## src/rtl/pipe_perf_monitor_pkg.sv

```systemverilog
// Shared definitions for the pipeline run monitor: FSM encoding and done-cause codes.
package pipe_perf_monitor_pkg;

  typedef enum logic [1:0] {
    StIdle  = 2'd0,
    StRun   = 2'd1,
    StDrain = 2'd2,
    StDone  = 2'd3
  } state_e;

  localparam logic [31:0] END_OF_PROGRAM_WORD = 32'h0;
  localparam logic        DONE_CAUSE_EOP      = 1'b0;
  localparam logic        DONE_CAUSE_LIMIT    = 1'b1;

endpackage

```

## src/rtl/pipe_perf_monitor_sat_counter.sv

```systemverilog
// Event counter with synchronous clear that sticks at all-ones instead of wrapping.
module pipe_perf_monitor_sat_counter #(
  parameter int unsigned Width = 32
) (
  input  logic             clk_i,
  input  logic             rst_i,
  input  logic             en_i,
  input  logic             inc_i,
  output logic [Width-1:0] count_o
);

  localparam logic [Width-1:0] One = Width'(1);

  logic [Width-1:0] count_q;

  always_ff @(posedge clk_i) begin
    if (rst_i) begin
      count_q <= '0;
    end else if (en_i && inc_i && (count_q != '1)) begin
      count_q <= count_q + One;
    end
  end

  assign count_o = count_q;

endmodule

```

## src/rtl/pipe_perf_monitor.sv

```systemverilog
// Run monitor behind the pipelined core: counts cycles, load-use stalls, flushes and
// retirements, and raises done once the pipeline drains after the end-of-program fetch.
module pipe_perf_monitor
  import pipe_perf_monitor_pkg::*;
#(
  parameter int unsigned CNT_W        = 32,
  parameter int unsigned DRAIN_CYCLES = 4,
  parameter int unsigned MAX_CYCLES   = 64
) (
  input  logic             clk_i,
  input  logic             rst_i,
  input  logic             start_i,
  input  logic             stall_i,
  input  logic             branch_i,
  input  logic             flush_i,
  input  logic             wb_valid_i,
  input  logic [31:0]      if_instr_i,
  input  logic [31:0]      pc_i,
  output logic [CNT_W-1:0] cycle_cnt_o,
  output logic [CNT_W-1:0] stall_cnt_o,
  output logic [CNT_W-1:0] flush_cnt_o,
  output logic [CNT_W-1:0] retire_cnt_o,
  output logic [31:0]      end_pc_o,
  output logic             running_o,
  output logic             done_o,
  output logic             done_cause_o
);

  // A limit the cycle counter can never reach is treated as disabled.
  localparam logic [63:0]      CntMax   = (64'd1 << CNT_W) - 64'd1;
  localparam bit               LimitEn  = (MAX_CYCLES != 0) && (64'(MAX_CYCLES) <= CntMax);
  localparam logic [CNT_W-1:0] LimitM1  = CNT_W'(MAX_CYCLES - 1);

  state_e      state_q;
  logic [31:0] drain_q;
  logic [31:0] end_pc_q;
  logic        done_cause_q;
  logic        running_q;
  logic        done_q;

  logic counting;
  logic eop_fetch;
  logic limit_hit;

  assign counting  = (state_q == StRun) || (state_q == StDrain);
  assign eop_fetch = (if_instr_i == END_OF_PROGRAM_WORD);
  // This cycle's increment lands the cycle counter exactly on the limit.
  assign limit_hit = LimitEn && counting && (cycle_cnt_o == LimitM1);

  always_ff @(posedge clk_i) begin
    if (rst_i) begin
      state_q      <= StIdle;
      drain_q      <= '0;
      end_pc_q     <= '0;
      done_cause_q <= DONE_CAUSE_EOP;
      running_q    <= 1'b0;
      done_q       <= 1'b0;
    end else begin
      unique case (state_q)
        StIdle: begin
          if (start_i) begin
            state_q   <= StRun;
            running_q <= 1'b1;
          end
        end
        StRun: begin
          if (eop_fetch) begin
            end_pc_q <= pc_i;
            drain_q  <= DRAIN_CYCLES;
          end
          if (limit_hit) begin
            state_q      <= StDone;
            done_cause_q <= DONE_CAUSE_LIMIT;
            running_q    <= 1'b0;
            done_q       <= 1'b1;
          end else if (eop_fetch && (DRAIN_CYCLES == 0)) begin
            state_q      <= StDone;
            done_cause_q <= DONE_CAUSE_EOP;
            running_q    <= 1'b0;
            done_q       <= 1'b1;
          end else if (eop_fetch) begin
            state_q <= StDrain;
          end
        end
        StDrain: begin
          drain_q <= drain_q - 32'd1;
          if (limit_hit) begin
            state_q      <= StDone;
            done_cause_q <= DONE_CAUSE_LIMIT;
            running_q    <= 1'b0;
            done_q       <= 1'b1;
          end else if (drain_q == 32'd1) begin
            state_q      <= StDone;
            done_cause_q <= DONE_CAUSE_EOP;
            running_q    <= 1'b0;
            done_q       <= 1'b1;
          end
        end
        StDone: begin
        end
        default: begin
          state_q <= StIdle;
        end
      endcase
    end
  end

  pipe_perf_monitor_sat_counter #(.Width(CNT_W)) u_cycle_cnt (
    .clk_i   (clk_i),
    .rst_i   (rst_i),
    .en_i    (counting),
    .inc_i   (1'b1),
    .count_o (cycle_cnt_o)
  );

  pipe_perf_monitor_sat_counter #(.Width(CNT_W)) u_stall_cnt (
    .clk_i   (clk_i),
    .rst_i   (rst_i),
    .en_i    (counting),
    .inc_i   (stall_i & ~branch_i),
    .count_o (stall_cnt_o)
  );

  pipe_perf_monitor_sat_counter #(.Width(CNT_W)) u_flush_cnt (
    .clk_i   (clk_i),
    .rst_i   (rst_i),
    .en_i    (counting),
    .inc_i   (flush_i),
    .count_o (flush_cnt_o)
  );

  pipe_perf_monitor_sat_counter #(.Width(CNT_W)) u_retire_cnt (
    .clk_i   (clk_i),
    .rst_i   (rst_i),
    .en_i    (counting),
    .inc_i   (wb_valid_i),
    .count_o (retire_cnt_o)
  );

  assign end_pc_o     = end_pc_q;
  assign running_o    = running_q;
  assign done_o       = done_q;
  assign done_cause_o = done_cause_q;

endmodule

```

## config.mk

```make
export PLATFORM = sky130hd
export DESIGN_NAME = pipe_perf_monitor
export DESIGN_NICKNAME = d
export VERILOG_FILES = /design/src/rtl/pipe_perf_monitor_pkg.sv /design/src/rtl/pipe_perf_monitor_sat_counter.sv /design/src/rtl/pipe_perf_monitor.sv
export SDC_FILE = /design/constraint.sdc
export NUM_CORES = 1
export LEC_CHECK = 0
export CORE_ASPECT_RATIO = 0.9
export CORE_MARGIN = 8
export CORE_UTILIZATION = 40
export CTS_CLUSTER_SIZE = 24
export DETAILED_ROUTE_END_ITERATION = 10
export PLACE_DENSITY = 0.76
export SYNTH_ARGS = -nofsm -noshare
export SYNTH_HDL_FRONTEND = slang
export SYNTH_HIERARCHICAL = 1
export SYNTH_SLANG_ARGS = --single-unit
```

## constraint.sdc

```tcl
create_clock -name clk_i -period 3.6 [get_ports clk_i]
set_input_delay 0.72 -clock clk_i [delete_from_list [all_inputs] [get_ports clk_i]]
set_output_delay 0.72 -clock clk_i [all_outputs]
set_load 0.05 [all_outputs]
```

## Word-level counts from Yosys, hierarchy flattened

Index checks and enable logic that the tools add are counted.

| storage, ports and cells | value |
|---|---|
| logic and storage cells | 67 |
| input port bits | 71 |
| output and inout bits | 163 |
| register bits after elaboration | 197 |

| operators by class | value |
|---|---|
| reduce and logical (&&, ||, !) cells | 18 |
| bitwise operators | 2 |
| multiplexer cells | 19 |
| eq/ne operators | 13 |
| add/subtract/negate cells | 5 |

Operators with widths:

| kind | count |
|---|---|
| 32-bit by 1-bit adder with 32-bit output, second input constant | 4 |
| 32-bit != test, second input constant | 4 |
| 32-bit one-hot mux with 2 select lines | 1 |
| 32-bit by 1-bit == test with 1-bit output, second input constant | 1 |
| 32-bit by 6-bit == test with 1-bit output, second input constant | 1 |
| 32-bit logical NOT | 1 |
| 32-bit 2-to-1 mux | 1 |
| 32-bit by 1-bit subtractor with 32-bit output, second input constant | 1 |
| 2-bit 2-to-1 mux | 5 |
| 1-bit logical AND | 8 |
| 1-bit 2-to-1 mux | 8 |
| 4-bit AND reduction | 2 |
| 2-bit != test, second input constant | 3 |
| 2-bit one-hot mux with 3 select lines | 1 |
| 1-bit one-hot mux with 2 select lines | 2 |
| 2-bit AND reduction | 2 |
| 3-bit by 2-bit != test with 1-bit output, second input constant | 1 |
| 3-bit != test, second input constant | 1 |
| 1-bit one-hot mux with 3 select lines | 1 |
| 3-bit AND reduction | 1 |
| 3-bit nonzero test | 1 |
| 2-bit by 1-bit == test with 1-bit output, second input constant | 1 |
| 2-bit == test, second input constant | 1 |
| 2-bit logical NOT | 1 |
| other kinds (4) | 4 |

## Depth between registers and ports, before layout

Gate-level depths: netlist (run 1).

| depth | value |
|---|---|
| depth in word-level cells | 5 |
| depth in mapped cells | 11 |
| mapped depth without buffers | 8 |

## By module

The synthesis (run 1) kept the hierarchy.

By module, submodules not included:

| module | instances | seq. area each (um^2) | cells each | area each (um^2) |
|---|---|---|---|---|
| pipe_perf_monitor_sat_counter | 4 | 640.6 | 201 | 1666.6 |
| pipe_perf_monitor | 1 | 1381.3 | 399 | 3291.9 |

## Worst setup path after synthesis (run 1)

Ideal clock, no wire load.

| timing | value |
|---|---|
| kind | reg2reg |
| from | register u_cycle_cnt.count_q[0], in the netlist u_cycle_cnt/count_o[0] |
| to | register u_cycle_cnt.count_q[22], in the netlist u_cycle_cnt/count_o[22] |
| cell stages (with the launch flop) | 7 |
| buffers on the path | 0 |
| setup time | 0.070 ns |
| period minus slack after synthesis | 2.539 ns |
| path slack | 1.061 ns |
| data required time | 3.530 ns |
| arrival | 2.468 ns |
| path through | dfxtp_1 -> ha_1 -> nand3_1 -> or3_4 -> or4b_4 -> or3_1 -> a21oi_1 |

| on the way | value |
|---|---|
| cells in the longest elaborated chain, start to end | 2 |
| elaborated cells between the ends (all ways) | 3 |
| those cells by class | 1 x add/sub; 1 x eq/ne; 1 x reduce/logical |

Ends and longest elaborated chain:

| item | line | text |
|---|---|---|
| start: declaration | pipe_perf_monitor_sat_counter.sv:14 | `logic [Width-1:0] count_q;` |
| start signal: assignment | pipe_perf_monitor_sat_counter.sv:20 | `count_q <= count_q + One;` |
| parallel branches: the longest is 2 deep, another holds 32-bit by 1-bit adder with 32-bit output | - |  |

Parallel ways; which one is timed is not known.
A chain may end at the register's enable or synchronous reset.

## Final worst setup path (run 1)

| timing | value |
|---|---|
| from | register state_q[0] |
| to | register u_cycle_cnt.count_q[20], in the netlist u_cycle_cnt/count_o[20] |

| on the way | value |
|---|---|
| cells in the longest elaborated chain, start to end | 3 |
| elaborated cells between the ends (all ways) | 4 |
| those cells by class | 2 x eq/ne; 2 x reduce/logical |

Ends and longest elaborated chain:

| item | line | text |
|---|---|---|
| start: declaration | pipe_perf_monitor.sv:34 | `state_e state_q;` |
| start signal: assignment | pipe_perf_monitor.sv:52 | `state_q <= StIdle;` |
| start signal: assignment | pipe_perf_monitor.sv:62 | `state_q <= StRun;` |
| start signal: assignment | pipe_perf_monitor.sv:72 | `state_q <= StDone;` |
| 2-bit by 1-bit == test with 1-bit output or 2-bit == test (tied branches) | pipe_perf_monitor.sv:45 | `assign counting = (state_q == StRun) \|\| (state_q == StDrain);` |
| 1-bit logical OR (*) | pipe_perf_monitor.sv:45 |  |
| via counting | pipe_perf_monitor.sv:41 | `logic counting;` |
| 1-bit logical AND (*) | pipe_perf_monitor_sat_counter.sv:19 | `end else if (en_i && inc_i && (count_q != '1)) begin` |

The timed path passes the listed nets; every way through them passes the cells marked *.

==> reports/qor.csv, run 1 <==
stage,metric,value,unit
status,status,finished clean,
setup_path,path_buf_inv,2,
routing,vias_per_cell,5.659,
synth,yosysTopAreaCellShare,39.60,%
timing,rsz0062_at_grt,no,
grt,grt_pass1_vias,9294,
grt,grt_pass1_wl,47090,um
setup_path,r2r-start,state_q[0],
synth,ys_seq_elements,197,
timing,whs,449.1,ps
cells_and_area,multiInputGateArea,5597,sq um
power,leakage,4.192,nW
timing,setup_viol,0,
placement,placed_area,12500,sq um
setup_path,critPathMaxStageDelay,530,ps
synth,synth.largest_area_cell,dfxtp_1,
timing,period_share,77.08,%
setup_path,regToRegSetupSlack,820,ps
cells_and_area,postLayoutCellArea,13140,sq um
setup_path,cpLargestDelayFamily,simple AND/OR/NAND/NOR gates,
synth,netlist_area,9958,sq um
routing,drc,0,
synth,synth_most_common_cell,dfxtp_1,
routing,wl_per_cell,16.74,um
cells_and_area,final_nets,1499,
clock_network,clk_latency,430,ps
timing,worst_pin_slew,803.1,ps
timing,max_freq,360.4,MHz
setup_path,arrival,3120,ps
min_path,hp-start,end_pc_o[2],
min_path,min_path_type,register to register,
synth,synthDistinctLibCells,58,
timing,fin_skew,13.25,ps
timing,report.final.hold_viol_count,0,
setup_path,crit_fanout,9,
synth,synth-async-reset-ratio,0,%
routing,routed_wl,29120,um
timing,slew_headroom,46.22,%
cells_and_area,ff_latch_area,3944,sq um
placement,place_congestion,0.9072,
power,powerDensity,478.2,nW/um^2
clock_network,cts_setup_buffers,0,
routing,drt_iter0_drc,656,
timing,setup_tns,0,ps
clock_network,root_buffer,clkbuf_16,
clock_network,numCtsBuffers,17,
synth,synth.avg_cell_area,8.278,sq um
synth,synth_warnings,6,
synth,synth_common_cells,"197 x dfxtp_1, 142 x nand2_1, 125 x a21oi_1, 100 x nor2_1, 73 x o21ai_0",
placement,hpwl,20810,um
grt,grt_max_degree,87,
routing,highest_layer,met4,
setup_path,slowest_stage,or4b_4,
placement,pre_cts_ws,414.5,ps
synth,synthCells,1203,
setup_path,cp-end-kind,register,
timing,post-route-min-period,2775,ps
floorplanning,coreArea,24320,sq um
clock_network,htree_levels,4,
routing,wl_met2,13990,um
floorplanning,die_h,165.7,um
min_path,whs_path_depth,2,
setup_path,rr_worst_depth,8,
floorplanning,die-area,30210,sq um
floorplanning,fp.dieW,182.3,um
power,ir_drop,0.2822,mV
placement,numPortBuffers,233,
clock_network,clk_pin_slew_worst_paths,70,ps
timing,final_max_slew_viol_count,0,
setup_path,r2r-end,u_cycle_cnt/count_o[20],
routing,drtPass1Iterations,5,
setup_path,critical_path_required,3940,ps
setup_path,critPathLaunchType,register,
synth,ys.flop_type,dfxtp_1,
grt,antenna_found_initial,1,
setup_path,critPathKind,register to register,
floorplanning,io_pins,234,
routing,ant_nets,0,
cells_and_area,syn_to_final_growth,31.96,%
routing,route.vias.total,9847,
setup_path,cp_cell_sequence,"inv_1, ha_1, buf_4, nand3_1, or3_4, or4b_4, or3_1, a21oi_1",
clock_network,cts_tree,built,
routing,wirelength_met1,12800,um
clock_network,cts_buffer_depth,2,
cells_and_area,layout-drive-gt1-share,6.569,%
clock_network,numClockSinks,197,
cells_and_area,finish.utilization,54.03,%
min_path,min_to,end_pc_o[2],
floorplanning,rows,54,
synth,synth_area_leaders,"dfxtp_1 40%, a21oi_1 6.3%, nand2_1 5.4%",
grt,grt_overflow,0,
routing,wl_met3,1666,um
flow_run,maxCapViolCount,0,
floorplanning,start_util,40.94,%
clock_network,postCtsHoldBufs,0,
clock_network,cts_resized,0,
grt,grt_usage,18.44,%
cells_and_area,fill_cells,2286,
synth,yosysSeqAreaShare,39.60,%
timing,fin_ws,825.0,ps
synth,synth_enable_flop_cells,0,
==> registers in the layout, summed over array words and instances, names as in the netlist <==
signal,cells
drain_q,32
running_o,1
state_q,2
u_flush_cnt/count_o,32
u_cycle_cnt/count_o,32
done_o,1
end_pc_o,32
u_stall_cnt/count_o,32
done_cause_o,1
u_retire_cnt/count_o,32
==> layer usage <==
layer,track usage (%),up-vias
met5,0,-
met2,31.03,281
met3,4.396,48
met4,6.341,0
li1,-,4849
met1,22.69,4669
==> worst max path at each step <==
stage / start / endpoint / slack (ps) / depth (start not counted)
floorplan: u_cycle_cnt/count_o[0] / u_cycle_cnt/count_o[22] / 1060 / 6
global placement: if_instr_i[29] / drain_q[14] / 470 / 8
detailed placement: if_instr_i[29] / drain_q[14] / 410 / 8
CTS: state_q[1] / drain_q[18] / 830 / 9
global route: state_q[1] / drain_q[14] / 610 / 9
finish: state_q[0] / u_cycle_cnt/count_o[20] / 820 / 8
==> worst min-delay path, delay by kind of cell, from the launching register on <==
kind / cells / cell delay (ps)
AOI/OAI and AO/OA: 1 / 50
DFF: 1 / 310
and+or+nand+nor: 1 / 50
==> placed cells by master, fill, tap and decap left out, types with 31 or more instances in the layout <==
master / n
a21oi_1: 125
or3_1: 58
o31ai_1: 31
nor2_1: 100
o21ai_0: 73
xor2_1: 33
inv_1: 36
clkdlybuf4s50_1: 232
dfxtp_1: 197
nand2_1: 142
nand3_1: 38
==> stage by stage <==
step           std cells  total power [mW]
2_1_floorplan       1205             3.875
3_3_place_gp        1707             4.188
3_5_place_dp        1707             4.239
4_1_cts             1739             6.339
5_1_grt             1740             6.630
6_report            1740             6.284
==> layout make-up <==
| type | instances | area share (%) |
|---|---|---|
| Clock inverter | 13 | 1.476 |
| Clock buffer | 19 | 3.370 |
| Tap cell | 308 | 2.932 |
| Timing Repair Buffer | 244 | 18.58 |
| Multi-Input combinational cell | 922 | 42.59 |
| Sequential cell | 197 | 30.01 |
| Inverter | 36 | 1.028 |
| Antenna cell | 1 | 0.01904 |
==> logic make-up (layout without fill, tap and decap cells) <==
logic type	Yosys count	in the layout	synth area share [%]
compound gates	293	293	17.75
xor+xnor	46	46	4.046
fa+ha+maj	10	10	1.256
buf+inv	86	312	4.360
flops	197	197	39.60
mux	16	16	1.809
other cells	1	4	0.03766
simple gates	554	554	31.13
==> where the power goes <==
part / switching, mW / total (mW) / internal, mW
logic: 1.04 / 1.70 / 0.666
registers: 0.172 / 2.51 / 2.34
clock network: 0.875 / 2.07 / 1.20
total: 2.08 / 6.28 / 4.20
Power figures use the tool's default switching activity.
==> inputs of run 2 (changes only) <==
- clock period: 3.6 -> 2.6 ns (I/O delays scaled with it)
==> reports/qor.csv, run 2 (synthesis results as in run 1) <==
stage,metric,value,unit
setup_path,critical_path_required,2950,ps
power,fin_total_pwr,8.722,mW
grt,grt_max_degree,70,
routing,drc,0,
flow_run,maxCapViolCount,0,
clock_network,cts_buffer_depth,2,
power,leakage,4.449,nW
status,status,finished clean,
timing,post-route-min-period,2498,ps
timing,slew_headroom,57.58,%
setup_path,slowest_stage,or4b_4,
clock_network,clk_latency,420,ps
grt,use_met1,22.74,%
timing,report.final.hold_viol_count,0,
clock_network,cts_setup_buffers,0,
routing,route.vias.total,10046,
clock_network,numClockSinks,197,
timing,setup_viol,0,
placement,post-place-cells,1763,
cells_and_area,final_cells,1797,
grt,grt_overflow,0,
cells_and_area,mostFrequentLayoutCell,clkdlybuf4s50_1,
power,powerDensity,642.5,nW/um^2
placement,pre_cts_ws,-186.6,ps
routing,wl_per_cell,16.52,um
grt,use_met2,31.47,%
routing,routed_wl,29690,um
timing,fin_skew,12.03,ps
timing,fin_ws,101.8,ps
floorplanning,start_util,40.94,%
grt,antenna_found_initial,1,
timing,setup_tns,0,ps
setup_path,critPathLaunchType,register,
clock_network,numCtsBuffers,17,
clock_network,cts_tree,built,
routing,ant_nets,0,
grt,met3_usage,4.112,%
placement,numPortBuffers,233,
cells_and_area,syn_to_final_growth,36.32,%
routing,drt_iter0_drc,550,
grt,grt_usage,18.62,%
placement,hpwl,21790,um
floorplanning,coreArea,24320,sq um
floorplanning,fp.dieW,182.3,um
setup_path,regToRegSetupSlack,100,ps
min_path,min_path_type,register to register,
cells_and_area,layout_common_cells,"232 x clkdlybuf4s50_1, 196 x dfxtp_1, 142 x nand2_1",
timing,worst_pin_slew,620.3,ps
timing,max_freq,400.3,MHz
grt,grt-busiest-layer,met2,
setup_path,crit_start,state_q[1],
floorplanning,rows,54,
setup_path,r2r-end,u_cycle_cnt/count_o[20],
routing,drtPass1Iterations,5,
timing,rsz0062_at_grt,yes,
setup_path,cp_cell_sequence,"inv_1, ha_4, buf_12, nand3_1, or3_4, or4b_4, or3_1, a21oi_1",
setup_path,endpoint,u_cycle_cnt/count_o[20],
grt,grt_pass1_vias,9531,
floorplanning,io_pins,234,
routing,vias_per_cell,5.590,
setup_path,rr_worst_depth,8,
timing,final_max_slew_viol_count,0,
floorplanning,die_h,165.7,um
power,ir_drop,0.4554,mV
setup_path,arrival,2850,ps
placement,place_congestion,0.9079,
cells_and_area,layout-drive-gt1-share,10.28,%
setup_path,critPathMaxStageDelay,530,ps
floorplanning,die-area,30210,sq um
timing,period_share,96.08,%
cells_and_area,fill_cells,2205,
clock_network,clk_pin_slew_worst_paths,70,ps
cells_and_area,final_nets,1556,
setup_path,cp-end-kind,register,
setup_path,critPathKind,register to register,
clock_network,htree_levels,4,
grt,grt_pass1_wl,47600,um
clock_network,root_buffer,clkbuf_16,
timing,whs,451.8,ps
setup_path,r2r-start,state_q[1],
setup_path,crit_fanout,10,
## run 2: cell types whose count changed in the layout (fill, tap and decap cells not counted), moves of 2 or more
cell / before / now
inv_8: 1 / 3
clkinv_2: 2 / 4
ha_1: 10 / 8
buf_12: 2 / 6
bufinv_16: 4 / 1
inv_6: 4 / 1
buf_4: 9 / 61
## run 2: layer usage
metal | wire [um] | vias up
met5 | 0 | -
met4 | 937 | 0
met3 | 1618 | 47
met2 | 14080 | 274
met1 | 13050 | 4754
li1 | - | 4971
## run 2: area by class of cell
class / instances / area, sq um / share of cell area [%]
Antenna cell: 1 / 2.502 / 0.01843
Clock buffer: 19 / 432.9 / 3.189
Clock inverter: 13 / 126.4 / 0.9309
Inverter: 36 / 135.1 / 0.9954
Multi-Input combinational cell: 922 / 5612 / 41.34
Sequential cell: 197 / 3945 / 29.06
Tap cell: 308 / 385.4 / 2.839
Timing Repair Buffer: 301 / 2937 / 21.63
## run 2: timing repair
item | in CTS | in global routing
hold buffers | 0 | 0
endpoints found under the setup margin | 0 | 13
gates resized for setup | 0 | 4
## run 2: worst min-delay path by stage
stage              endpoint         start  depth (start not counted)
6_report       end_pc_o[16]  end_pc_o[16]                          2
5_1_grt         end_pc_o[0]   end_pc_o[0]                          2
4_1_cts        end_pc_o[26]  end_pc_o[26]                          2
3_5_place_dp   end_pc_o[26]  end_pc_o[26]                          2
3_3_place_gp   end_pc_o[26]  end_pc_o[26]                          2
2_1_floorplan   drain_q[14]   drain_q[14]                          2
## run 2: worst max-delay path, delay by kind of cell, from the launching register on
| kind | cells | cell delay, ps |
|---|---|---|
| adder cells (fa/ha/maj) | 1 | 320 |
| buffers and inverters | 2 | 240 |
| AND/OR/NAND/NOR | 4 | 1340 |
| flip-flops | 1 | 360 |
| AO/OA/AOI/OAI | 1 | 150 |
## run 2: stage by stage
stage          cell area [sq um]  util [%]
6_report                   13580     55.81
5_1_grt                    13580     55.81
3_3_place_gp               12970     53.33
3_5_place_dp               12970     53.33
2_1_floorplan               9966         -
4_1_cts                    13530     55.63
## run 2: power breakdown
part           total (mW)  leakage (nW)  switching [mW]  internal, mW
sequential           3.47          1.59           0.231          3.23
clock                2.56         0.277            1.21          1.34
combinational        2.70          2.58            1.54          1.16
